--- src/rtl/ibutterfly_pipe_pkg.sv ---
// Shared FFT datapath definitions: default lane width, sample type,
// saturation bounds and frame length used by the butterfly blocks.
package ibutterfly_pipe_pkg;

    localparam int unsigned FFT_WIDTH     = 16;
    localparam int unsigned FFT_FRAME_LEN = 8;

    typedef logic signed [FFT_WIDTH-1:0] sample_t;

    localparam sample_t SAT_MAX = {1'b0, {(FFT_WIDTH-1){1'b1}}};
    localparam sample_t SAT_MIN = {1'b1, {(FFT_WIDTH-1){1'b0}}};

endpackage

--- src/rtl/ibutterfly_pipe_if.sv ---
// Streaming bus of the inverse butterfly: input pair, output pair, framing
// and saturation status. The block itself sits on the slave modport.
interface ibutterfly_pipe_if
    import ibutterfly_pipe_pkg::*;
#(
    parameter int unsigned WIDTH = FFT_WIDTH
);
    logic                    in_valid;
    logic                    in_ready;
    logic signed [WIDTH-1:0] a_re;
    logic signed [WIDTH-1:0] a_im;
    logic signed [WIDTH-1:0] b_re;
    logic signed [WIDTH-1:0] b_im;
    logic                    out_valid;
    logic                    out_ready;
    logic signed [WIDTH-1:0] x1_re;
    logic signed [WIDTH-1:0] x1_im;
    logic signed [WIDTH-1:0] x2_re;
    logic signed [WIDTH-1:0] x2_im;
    logic                    frame_last;
    logic                    sat_clear;
    logic                    sat_flag;

    modport master (
        output in_valid, a_re, a_im, b_re, b_im, out_ready, sat_clear,
        input  in_ready, out_valid, x1_re, x1_im, x2_re, x2_im, frame_last, sat_flag
    );

    modport slave (
        input  in_valid, a_re, a_im, b_re, b_im, out_ready, sat_clear,
        output in_ready, out_valid, x1_re, x1_im, x2_re, x2_im, frame_last, sat_flag
    );

endinterface

--- src/rtl/ibutterfly_pipe_round_sat.sv ---
// Per-lane halve (round-half-up) or pass-through, then clamp from WIDTH+1
// bits to the signed WIDTH-bit range, flagging when the clamp engages.
module ibf_round_sat #(
    parameter int unsigned WIDTH = 16,
    parameter int unsigned SCALE = 1
) (
    input  logic signed [WIDTH:0]   v_i,
    output logic signed [WIDTH-1:0] r_o,
    output logic                    sat_o
);
    // Two guard bits: v+1 can reach 2^WIDTH before the shift.
    localparam logic signed [WIDTH+1:0] MAX_W = {3'b000, {(WIDTH-1){1'b1}}};
    localparam logic signed [WIDTH+1:0] MIN_W = {3'b111, {(WIDTH-1){1'b0}}};
    localparam logic signed [WIDTH+1:0] ONE_W = {{(WIDTH+1){1'b0}}, 1'b1};

    logic signed [WIDTH+1:0] v_x;
    logic signed [WIDTH+1:0] r_w;
    logic                    hi;
    logic                    lo;

    always_comb begin
        v_x = {v_i[WIDTH], v_i};
        if (SCALE != 0) begin
            r_w = (v_x + ONE_W) >>> 1;
        end else begin
            r_w = v_x;
        end
        hi    = r_w > MAX_W;
        lo    = r_w < MIN_W;
        sat_o = hi || lo;
        if (hi) begin
            r_o = MAX_W[WIDTH-1:0];
        end else if (lo) begin
            r_o = MIN_W[WIDTH-1:0];
        end else begin
            r_o = r_w[WIDTH-1:0];
        end
    end

endmodule

--- src/rtl/ibutterfly_pipe.sv ---
// Two-stage pipelined radix-2 inverse butterfly: S1 forms sum/difference,
// S2 rounds/saturates into the output registers; frame counter and sticky sat flag.
module ibutterfly_pipe
    import ibutterfly_pipe_pkg::*;
#(
    parameter int unsigned WIDTH     = FFT_WIDTH,
    parameter int unsigned SCALE     = 1,
    parameter int unsigned FRAME_LEN = FFT_FRAME_LEN
) (
    input logic              clock,
    input logic              reset,
    ibutterfly_pipe_if.slave bus
);
    localparam int unsigned      CNT_W    = $clog2(FRAME_LEN);
    localparam logic [CNT_W-1:0] LAST_CNT = CNT_W'(FRAME_LEN - 1);

    logic                         v1_q, v1_d;
    logic                         v2_q, v2_d;
    logic [3:0][WIDTH:0]          st_q, st_d;
    logic [3:0][WIDTH-1:0]        x_q, x_d;
    logic [3:0][WIDTH-1:0]        r;
    logic [3:0]                   lane_sat;
    logic                         sat_q, sat_d;
    logic [CNT_W-1:0]             cnt_q, cnt_d;
    logic                         load1, load2, accept, s2_fire, xfer;
    logic signed [WIDTH:0]        a_re_x, a_im_x, b_re_x, b_im_x;

    always_comb begin
        a_re_x = {bus.a_re[WIDTH-1], bus.a_re};
        a_im_x = {bus.a_im[WIDTH-1], bus.a_im};
        b_re_x = {bus.b_re[WIDTH-1], bus.b_re};
        b_im_x = {bus.b_im[WIDTH-1], bus.b_im};
    end

    // Lane order matches the output order: x1_re, x1_im, x2_re, x2_im.
    always_comb begin
        load2   = !v2_q || bus.out_ready;
        load1   = !v1_q || load2;
        accept  = bus.in_valid && load1;
        s2_fire = load2 && v1_q;
        xfer    = v2_q && bus.out_ready;

        v1_d = load1 ? bus.in_valid : v1_q;
        st_d = st_q;
        if (accept) begin
            st_d[0] = a_re_x + b_re_x;
            st_d[1] = a_im_x + b_im_x;
            st_d[2] = a_re_x - b_re_x;
            st_d[3] = a_im_x - b_im_x;
        end

        v2_d = load2 ? v1_q : v2_q;
        x_d  = s2_fire ? r : x_q;

        sat_d = sat_q;
        if (bus.sat_clear) begin
            sat_d = 1'b0;
        end else if (s2_fire && (|lane_sat)) begin
            sat_d = 1'b1;
        end

        cnt_d = cnt_q;
        if (xfer) begin
            cnt_d = (cnt_q == LAST_CNT) ? '0 : cnt_q + 1'b1;
        end
    end

    for (genvar i = 0; i < 4; i++) begin : g_lane
        ibf_round_sat #(
            .WIDTH (WIDTH),
            .SCALE (SCALE)
        ) u_round_sat (
            .v_i   (st_q[i]),
            .r_o   (r[i]),
            .sat_o (lane_sat[i])
        );
    end

    always_ff @(posedge clock) begin
        if (reset) begin
            v1_q  <= 1'b0;
            v2_q  <= 1'b0;
            st_q  <= '0;
            x_q   <= '0;
            sat_q <= 1'b0;
            cnt_q <= '0;
        end else begin
            v1_q  <= v1_d;
            v2_q  <= v2_d;
            st_q  <= st_d;
            x_q   <= x_d;
            sat_q <= sat_d;
            cnt_q <= cnt_d;
        end
    end

    // out_valid is masked during reset so no transfer can complete that cycle.
    assign bus.in_ready   = load1;
    assign bus.out_valid  = v2_q && !reset;
    assign bus.x1_re      = x_q[0];
    assign bus.x1_im      = x_q[1];
    assign bus.x2_re      = x_q[2];
    assign bus.x2_im      = x_q[3];
    assign bus.frame_last = bus.out_valid && (cnt_q == LAST_CNT);
    assign bus.sat_flag   = sat_q;

endmodule

--- src/flat_wrapper.sv ---
// flat-port wrapper written by rule: the top's interface ports become plain ports
module ibutterfly_pipe_flat import ibutterfly_pipe_pkg::*;
#(
    parameter int unsigned WIDTH     = FFT_WIDTH,
    parameter int unsigned SCALE     = 1,
    parameter int unsigned FRAME_LEN = FFT_FRAME_LEN
)
  (clock, reset, bus_in_valid, bus_a_re, bus_a_im, bus_b_re, bus_b_im, bus_out_ready, bus_sat_clear, bus_in_ready, bus_out_valid, bus_x1_re, bus_x1_im, bus_x2_re, bus_x2_im, bus_frame_last, bus_sat_flag);
  ibutterfly_pipe_if #(.WIDTH(WIDTH)) bus_i ();
  input logic clock;
  input logic reset;
  input wire logic [$bits(bus_i.in_valid)-1:0] bus_in_valid;
  input wire logic [$bits(bus_i.a_re)-1:0] bus_a_re;
  input wire logic [$bits(bus_i.a_im)-1:0] bus_a_im;
  input wire logic [$bits(bus_i.b_re)-1:0] bus_b_re;
  input wire logic [$bits(bus_i.b_im)-1:0] bus_b_im;
  input wire logic [$bits(bus_i.out_ready)-1:0] bus_out_ready;
  input wire logic [$bits(bus_i.sat_clear)-1:0] bus_sat_clear;
  output wire logic [$bits(bus_i.in_ready)-1:0] bus_in_ready;
  output wire logic [$bits(bus_i.out_valid)-1:0] bus_out_valid;
  output wire logic [$bits(bus_i.x1_re)-1:0] bus_x1_re;
  output wire logic [$bits(bus_i.x1_im)-1:0] bus_x1_im;
  output wire logic [$bits(bus_i.x2_re)-1:0] bus_x2_re;
  output wire logic [$bits(bus_i.x2_im)-1:0] bus_x2_im;
  output wire logic [$bits(bus_i.frame_last)-1:0] bus_frame_last;
  output wire logic [$bits(bus_i.sat_flag)-1:0] bus_sat_flag;
  assign bus_i.in_valid = bus_in_valid;
  assign bus_i.a_re = bus_a_re;
  assign bus_i.a_im = bus_a_im;
  assign bus_i.b_re = bus_b_re;
  assign bus_i.b_im = bus_b_im;
  assign bus_i.out_ready = bus_out_ready;
  assign bus_i.sat_clear = bus_sat_clear;
  assign bus_in_ready = bus_i.in_ready;
  assign bus_out_valid = bus_i.out_valid;
  assign bus_x1_re = bus_i.x1_re;
  assign bus_x1_im = bus_i.x1_im;
  assign bus_x2_re = bus_i.x2_re;
  assign bus_x2_im = bus_i.x2_im;
  assign bus_frame_last = bus_i.frame_last;
  assign bus_sat_flag = bus_i.sat_flag;
  ibutterfly_pipe #(.WIDTH(WIDTH), .SCALE(SCALE), .FRAME_LEN(FRAME_LEN)) u_core (.clock(clock), .reset(reset), .bus(bus_i));
endmodule
--- config.mk ---
export PLATFORM = sky130hd
export DESIGN_NAME = ibutterfly_pipe_flat
export DESIGN_NICKNAME = d
export VERILOG_FILES = /design/src/rtl/ibutterfly_pipe_pkg.sv /design/src/rtl/ibutterfly_pipe_if.sv /design/src/rtl/ibutterfly_pipe_round_sat.sv /design/src/rtl/ibutterfly_pipe.sv /design/src/flat_wrapper.sv
export SDC_FILE = /design/constraint.sdc
export NUM_CORES = 1
export LEC_CHECK = 0
export ABC_CLOCK_PERIOD_IN_PS = 2240
export BUFFER_PORTS_ARGS = -buffer_cell sky130_fd_sc_hd__buf_2
export CORE_UTILIZATION = 45
export DETAILED_ROUTE_END_ITERATION = 8
export GPL_TIMING_DRIVEN = 1
export PLACE_DENSITY = 0.68
export SLEW_MARGIN = 20
export SYNTH_ARGS = -nofsm -noshare
export SYNTH_HDL_FRONTEND = slang
export SYNTH_SLANG_ARGS = --single-unit
--- constraint.sdc ---
create_clock -name clock -period 2.24 [get_ports clock]
set_clock_uncertainty 0.1 [all_clocks]
set_input_delay 0.112 -clock clock [delete_from_list [all_inputs] [get_ports clock]]
set_output_delay 0.112 -clock clock [all_outputs]
set_load 0.01 [all_outputs]
==> results.sh, run 1 <==
export IMPL_required_ps=2410
export IMPL_holdPathStages=4
export IMPL_cp_max_fo=7
export IMPL_multi_input_area_um2=5850
export IMPL_grt_pass1_vias=8025
export IMPL_grt_pass1_wl_mm=41.2
export IMPL_yosysSeqAreaShare=0.300
export IMPL_startpoint_type="register"
export IMPL_dp_slack_ps=-209
export IMPL_async_reset_ff_frac=0
export IMPL_synth_top_cell_area_share=0.300
export IMPL_initial_core_util=0.463
export IMPL_area_growth_syn_to_layout_pct=23.8
export IMPL_relSlewSlack=0.564
export IMPL_die_area_um2=20700
export IMPL_crit_type="reg -> reg"
export IMPL_final_core_util=0.573
export IMPL_rsz0062_at_grt="no"
export IMPL_synth_distinct_cells=76
export IMPL_hpwl_mm=18.9
export IMPL_r2r_cells=7
export IMPL_yosys_warnings=0
export IMPL_netSwitchingFraction=0.289
export IMPL_setup_slack_ps=155
export IMPL_drive_above_1_share=0.210
export IMPL_synth_common_cells="136 x dfxtp_1, 113 x nand2_1, 108 x a21oi_1, 105 x o21ai_0, 96 x nor2_1"
export IMPL_max_freq_ghz=0.480
export IMPL_cts_sinks=136
export IMPL_drt_vias_per_instance=5.51
export IMPL_synth_edf_count=0
export IMPL_rows=51
export IMPL_seqPwrFrac=0.364
export IMPL_syn_inst=1176
export IMPL_clock_path_buffers=2
export IMPL_p_clk_frac=0.407
export IMPL_p_leak_nw=4.87
export IMPL_hold_viol=0
export IMPL_crit_start="u_core.st_q[0]"
export IMPL_grt_usage=0.249
export IMPL_cts_setup_buffers=0
export IMPL_final_nets=1494
export IMPL_h_tree_depth=4
export IMPL_clock_latency_ps=420
export IMPL_final_antenna_net_count=0
export IMPL_grt_remaining_overflow=0
export IMPL_min_period_ps=2090
export IMPL_p_per_area_nw_per_um2=690
export IMPL_cap_violations=0
export IMPL_grt_max_degree=75
export IMPL_endpoint_kind="register"
export IMPL_drt_wl_total_mm=25.0
export IMPL_avgSynthCellArea_um2=7.71
export IMPL_io_pins=137
export IMPL_antenna_cells=0
export IMPL_postSynthNetCount=1319
export IMPL_finalCritPeriodShare=0.931
export IMPL_synth_top_cell_by_area="dfxtp_1"
export IMPL_setup_viol=0
export IMPL_die_w_um=144
export IMPL_wire_per_inst_um=15.4
export IMPL_final_area_um2=11200
export IMPL_status="complete, no violations"
export IMPL_tightest_slew_ps=655
export IMPL_irDropWorstVdd_mv=0.549
export IMPL_drt_pass1_iter_count=5
export IMPL_drv_slew=0
export IMPL_synth_area_um2=9070
export IMPL_p_int_mw=5.51
export IMPL_fillers=1835
export IMPL_clk_pin_slew_worst_paths_ps=60
export IMPL_hold_slack_ps=62.9
export IMPL_routabilityCongestion=0.908
export IMPL_hp_start="bus_b_re[1]"
export IMPL_r2r_start="u_core.st_q[0]"
export IMPL_synth_main_ff_cell="dfxtp_1"
export IMPL_drtIter0Drc=668
export IMPL_die_height_um=144
export IMPL_seq_area_um2=2720
export IMPL_io_buffer_count=136
export IMPL_switchingPower_mw=2.24
export IMPL_root_buffer="clkbuf_16"
export IMPL_ys_seq_elements=136
export IMPL_antenna_found_initial=0
export IMPL_post_route_drc_count=0
export IMPL_cts_tree="built"
export IMPL_arrival_ps=2260
export IMPL_core_area_um2=19600
export IMPL_vias=8977
export IMPL_min_path_type="in -> reg"
export IMPL_dpl_cell_area_um2=10500
export IMPL_cts_buffers=17
export IMPL_combinationalPowerShare=0.230
export IMPL_yosys_top_cells_area="dfxtp_1 30%, ha_1 9.7%, a21oi_1 6.0%"
export IMPL_synth_most_common_cell="dfxtp_1"
## metrics by stage
stage / cells / TNS, ps / power (mW)
6_report: 1629 / 0 / 7.75
5_1_grt: 1629 / 0 / 8.10
4_1_cts: 1629 / 0 / 7.74
3_5_place_dp: 1592 / -2420 / 4.60
3_3_place_gp: 1592 / -1130 / 4.58
2_1_floorplan: 1176 / 0 / 3.94
## registers in the layout, indices dropped and copies added (netlist names)
| register | count |
|---|---|
| u_core.bus.sat_flag | 1 |
| u_core.v2_q | 1 |
| u_core.bus.x2_im | 16 |
| u_core.cnt_q | 3 |
| u_core.bus.x1_re | 16 |
| u_core.v1_q | 1 |
| u_core.bus.x1_im | 16 |
| u_core.st_q | 66 |
| u_core.bus.x2_re | 16 |
## worst max-delay path, stage by stage (launching register included)
cell      delay (ps)
dfxtp_1          330
buf_4            140
ha_1             190
and3_1           200
nand4_1          160
or4_4            610
nand2_1          110
a311oi_1         100
## power by group through the flow
stage	sequential, mW	clock [mW]	combinational (mW)
after floorplan	2.85	0	1.09
after global routing	2.84	3.28	1.98
final	2.82	3.15	1.78
after detailed placement	2.86	0	1.74
after global placement	2.85	0	1.73
after CTS	2.81	3.17	1.76
## cells in the final DEF (no fill, tap or decap), drive strengths merged, types with 6 or more instances in the layout
master,count
buf,222
dfxtp,136
nand2,113
a21oi,109
o21ai,109
nor2,97
ha,70
inv,63
xnor2,61
nand3,48
a31oi,38
xor2,28
nor3,22
clkbuf,21
a211oi,18
nand4,17
nand2b,16
o21a,12
and3,12
nor2b,12
nor4,11
or3,9
o211ai,8
and4,7
a311oi,7
o31ai,6
or2,6
or4,6
## final timing paths
check                                       endpoint  slack [ps]
worst min-delay path                 u_core.st_q[35]          60
worst max register to register  u_core.bus.x1_re[12]         150
worst max-delay path            u_core.bus.x1_re[12]         150
worst min register to register   u_core.bus.x2_im[0]         350
## repair_timing
item	4_1_cts	5_1_grt
setup endpoints to repair	14	11
hold buffers	5	0
hold endpoints to repair	6	0
resized for setup	1	8
pin swaps	0	0
## per-layer routing
layer / up-vias / routed length, um / global-route usage / share of wire
li1: 4534 / - / - / -
met1: 4112 / 13400 / 0.395 / 0.53
met2: 309 / 9790 / 0.341 / 0.39
met3: 22 / 1640 / 0.0351 / 0.066
met4: 0 / 237 / 0.0610 / 0.0095
met5: - / 0 / 0 / 0
## layout make-up
| cell class | count | area share |
|---|---|---|
| clock buffers | 21 | 0.0428 |
| clock inverters | 11 | 0.0170 |
| well taps | 265 | 0.0295 |
| multi-input cells | 907 | 0.521 |
| inverters | 62 | 0.0207 |
| repair buffers | 227 | 0.126 |
| flip-flops and latches | 136 | 0.243 |
## cell families (layout without fill, tap and decap cells)
kind of cell	Yosys count	in the layout	synth area share
buffers and inverters	133	321	0.0585
flip-flops	136	136	0.300
AND/OR/NAND/NOR	391	391	0.210
adder cells (fa/ha/maj)	74	74	0.105
multiplexers	1	1	0.00110
AO/OA/AOI/OAI	352	352	0.239
XOR/XNOR	89	89	0.0859
Power figures use the tool's default switching activity.
==> run 2, diff against run 1 <==
CORE_UTILIZATION = 53   (was 45)
PLACE_DENSITY = 0.78   (was 0.68)
==> results.sh, run 2 (same netlist as run 1, synthesis figures left out) <==
export IMPL_finalCritPeriodShare=0.921
export IMPL_top_layer_used="met4"
export IMPL_cap_violations=0
export IMPL_power_mw=7.32
export IMPL_root_buffer="clkbuf_16"
export IMPL_cp_max_fo=7
export IMPL_routabilityCongestion=0.914
export IMPL_drtIter0Drc=938
export IMPL_cp_num_buf_inv=1
export IMPL_crit_type="reg -> reg"
export IMPL_cts_tree="built"
export IMPL_area_growth_syn_to_layout_pct=21.4
export IMPL_io_buffer_count=136
export IMPL_die_area_um2=17600
export IMPL_critPathTopFamily="simple AND/OR/NAND/NOR gates"
export IMPL_grt_remaining_overflow=0
export IMPL_final_antenna_net_count=0
export IMPL_die_height_um=133
export IMPL_top_register="u_core.st_q"
export IMPL_drive_above_1_share=0.206
export IMPL_h_tree_depth=4
export IMPL_hold_viol=0
export IMPL_final_core_util=0.662
export IMPL_netSwitchingFraction=0.302
export IMPL_placed_cells=1539
export IMPL_wl_met2_mm=9.71
export IMPL_final_area_um2=11000
export IMPL_clock_latency_ps=420
export IMPL_wirelength_met1_mm=12.2
export IMPL_cts_buffers=17
export IMPL_initial_core_util=0.545
export IMPL_drv_slew=0
export IMPL_antenna_cells=0
export IMPL_fillers=1455
export IMPL_path_cells="buf_4, ha_1, and3_1, nand4_1, or4_4, nand2_1, a31oi_1"
export IMPL_final_cells=1577
export IMPL_rsz0062_at_grt="no"
export IMPL_dpl_cell_area_um2=10300
export IMPL_setup_slack_ps=177
export IMPL_clock_path_buffers=2
export IMPL_clk_pin_slew_worst_paths_ps=60
export IMPL_dp_slack_ps=-219
export IMPL_vias=9035
export IMPL_arrival_ps=2230
export IMPL_cp_slowest_stage_delay_ps=610
export IMPL_p_int_mw=5.11
export IMPL_final_nets=1487
export IMPL_die_w_um=133
export IMPL_setup_viol=0
export IMPL_cts_sinks=136
export IMPL_min_period_ps=2060
export IMPL_layout_commonest_cell="buf_2"
export IMPL_wire_per_inst_um=15.2
export IMPL_layout_common_cells="136 x buf_2, 135 x dfxtp_1, 113 x nand2_1"
export IMPL_tightest_slew_ps=602
export IMPL_largest_register_ffs=66
export IMPL_p_clk_frac=0.377
export IMPL_irDropWorstVdd_mv=0.459
export IMPL_endpoint_kind="register"
export IMPL_wl_met3_mm=1.85
export IMPL_startpoint_type="register"
export IMPL_switchingPower_mw=2.21
export IMPL_relSlewSlack=0.599
export IMPL_grt_pass1_wl_mm=39.7
export IMPL_io_pins=137
export IMPL_grt_max_degree=75
export IMPL_rows=47
export IMPL_core_area_um2=16600
export IMPL_drt_vias_per_instance=5.73
export IMPL_p_leak_nw=4.79
export IMPL_drt_wl_total_mm=24.0
export IMPL_max_freq_ghz=0.485
export IMPL_drt_pass1_iter_count=5
export IMPL_required_ps=2410
export IMPL_seqPwrFrac=0.384
export IMPL_p_per_area_nw_per_um2=665
export IMPL_post_route_drc_count=0
export IMPL_grt_pass1_vias=8075
export IMPL_slowest_stage="or4_4"
export IMPL_grt_usage=0.275
export IMPL_status="complete, no violations"
export IMPL_hpwl_mm=18.2
export IMPL_antenna_found_initial=0
export IMPL_combinationalPowerShare=0.239
export IMPL_min_path_type="in -> reg"
-- run 2: per-stage QoR --
stage,hold slack (ps),TNS [ps]
floorplan,90.3,0
global placement,184,-700
detailed placement,198,-2010
CTS,61.6,0
global route,82.3,0
finish,67.7,0
-- run 2: worst paths after layout --
check	startpoint	endpoint	slack, ps	depth (start not counted)
max	u_core.st_q[0]	u_core.bus.x1_re[0]	180	7
min	bus_b_im[1]	u_core.st_q[52]	70	3
max reg2reg	u_core.st_q[0]	u_core.bus.x1_re[0]	180	7
min reg2reg	u_core.bus.x2_im[0]	u_core.bus.x2_im[0]	350	2
-- run 2: final cells by class --
cell class	count	area, um2	share of cell area
Clock buffer	20	467	0.0424
Clock inverter	12	125	0.0114
Timing Repair Buffer	220	1340	0.121
Multi-Input combinational cell	907	5850	0.532
Tap cell	220	275	0.0250
Inverter	62	233	0.0211
Sequential cell	136	2720	0.247
-- run 2: worst min-delay path: stages --
cell and delay (ps):
buf_2 120, fa_1 230, a211oi_1 80
-- run 2: routing by layer --
| layer | GRT usage | vias to the layer above |
|---|---|---|
| met4 | 0.0766 | 0 |
| met1 | 0.425 | 4111 |
| li1 | - | 4526 |
| met3 | 0.0372 | 21 |
| met2 | 0.392 | 377 |
| met5 | 0 | - |
-- run 2: power by group through the flow --
stage / Combinational [mW] / Sequential, mW / Clock, mW
floorplan: 1.09 / 2.85 / 0
global placement: 1.68 / 2.85 / 0
detailed placement: 1.70 / 2.86 / 0
CTS: 1.73 / 2.81 / 2.77
global route: 1.93 / 2.84 / 2.87
finish: 1.75 / 2.82 / 2.76
-- run 2: what timing repair did --
item	4_1_cts	5_1_grt
hold buffers	5	0
setup buffers	0	1
setup endpoints to repair	14	15
endpoints found under the hold margin	6	0
pin swaps	0	1
gates resized for setup	1	8
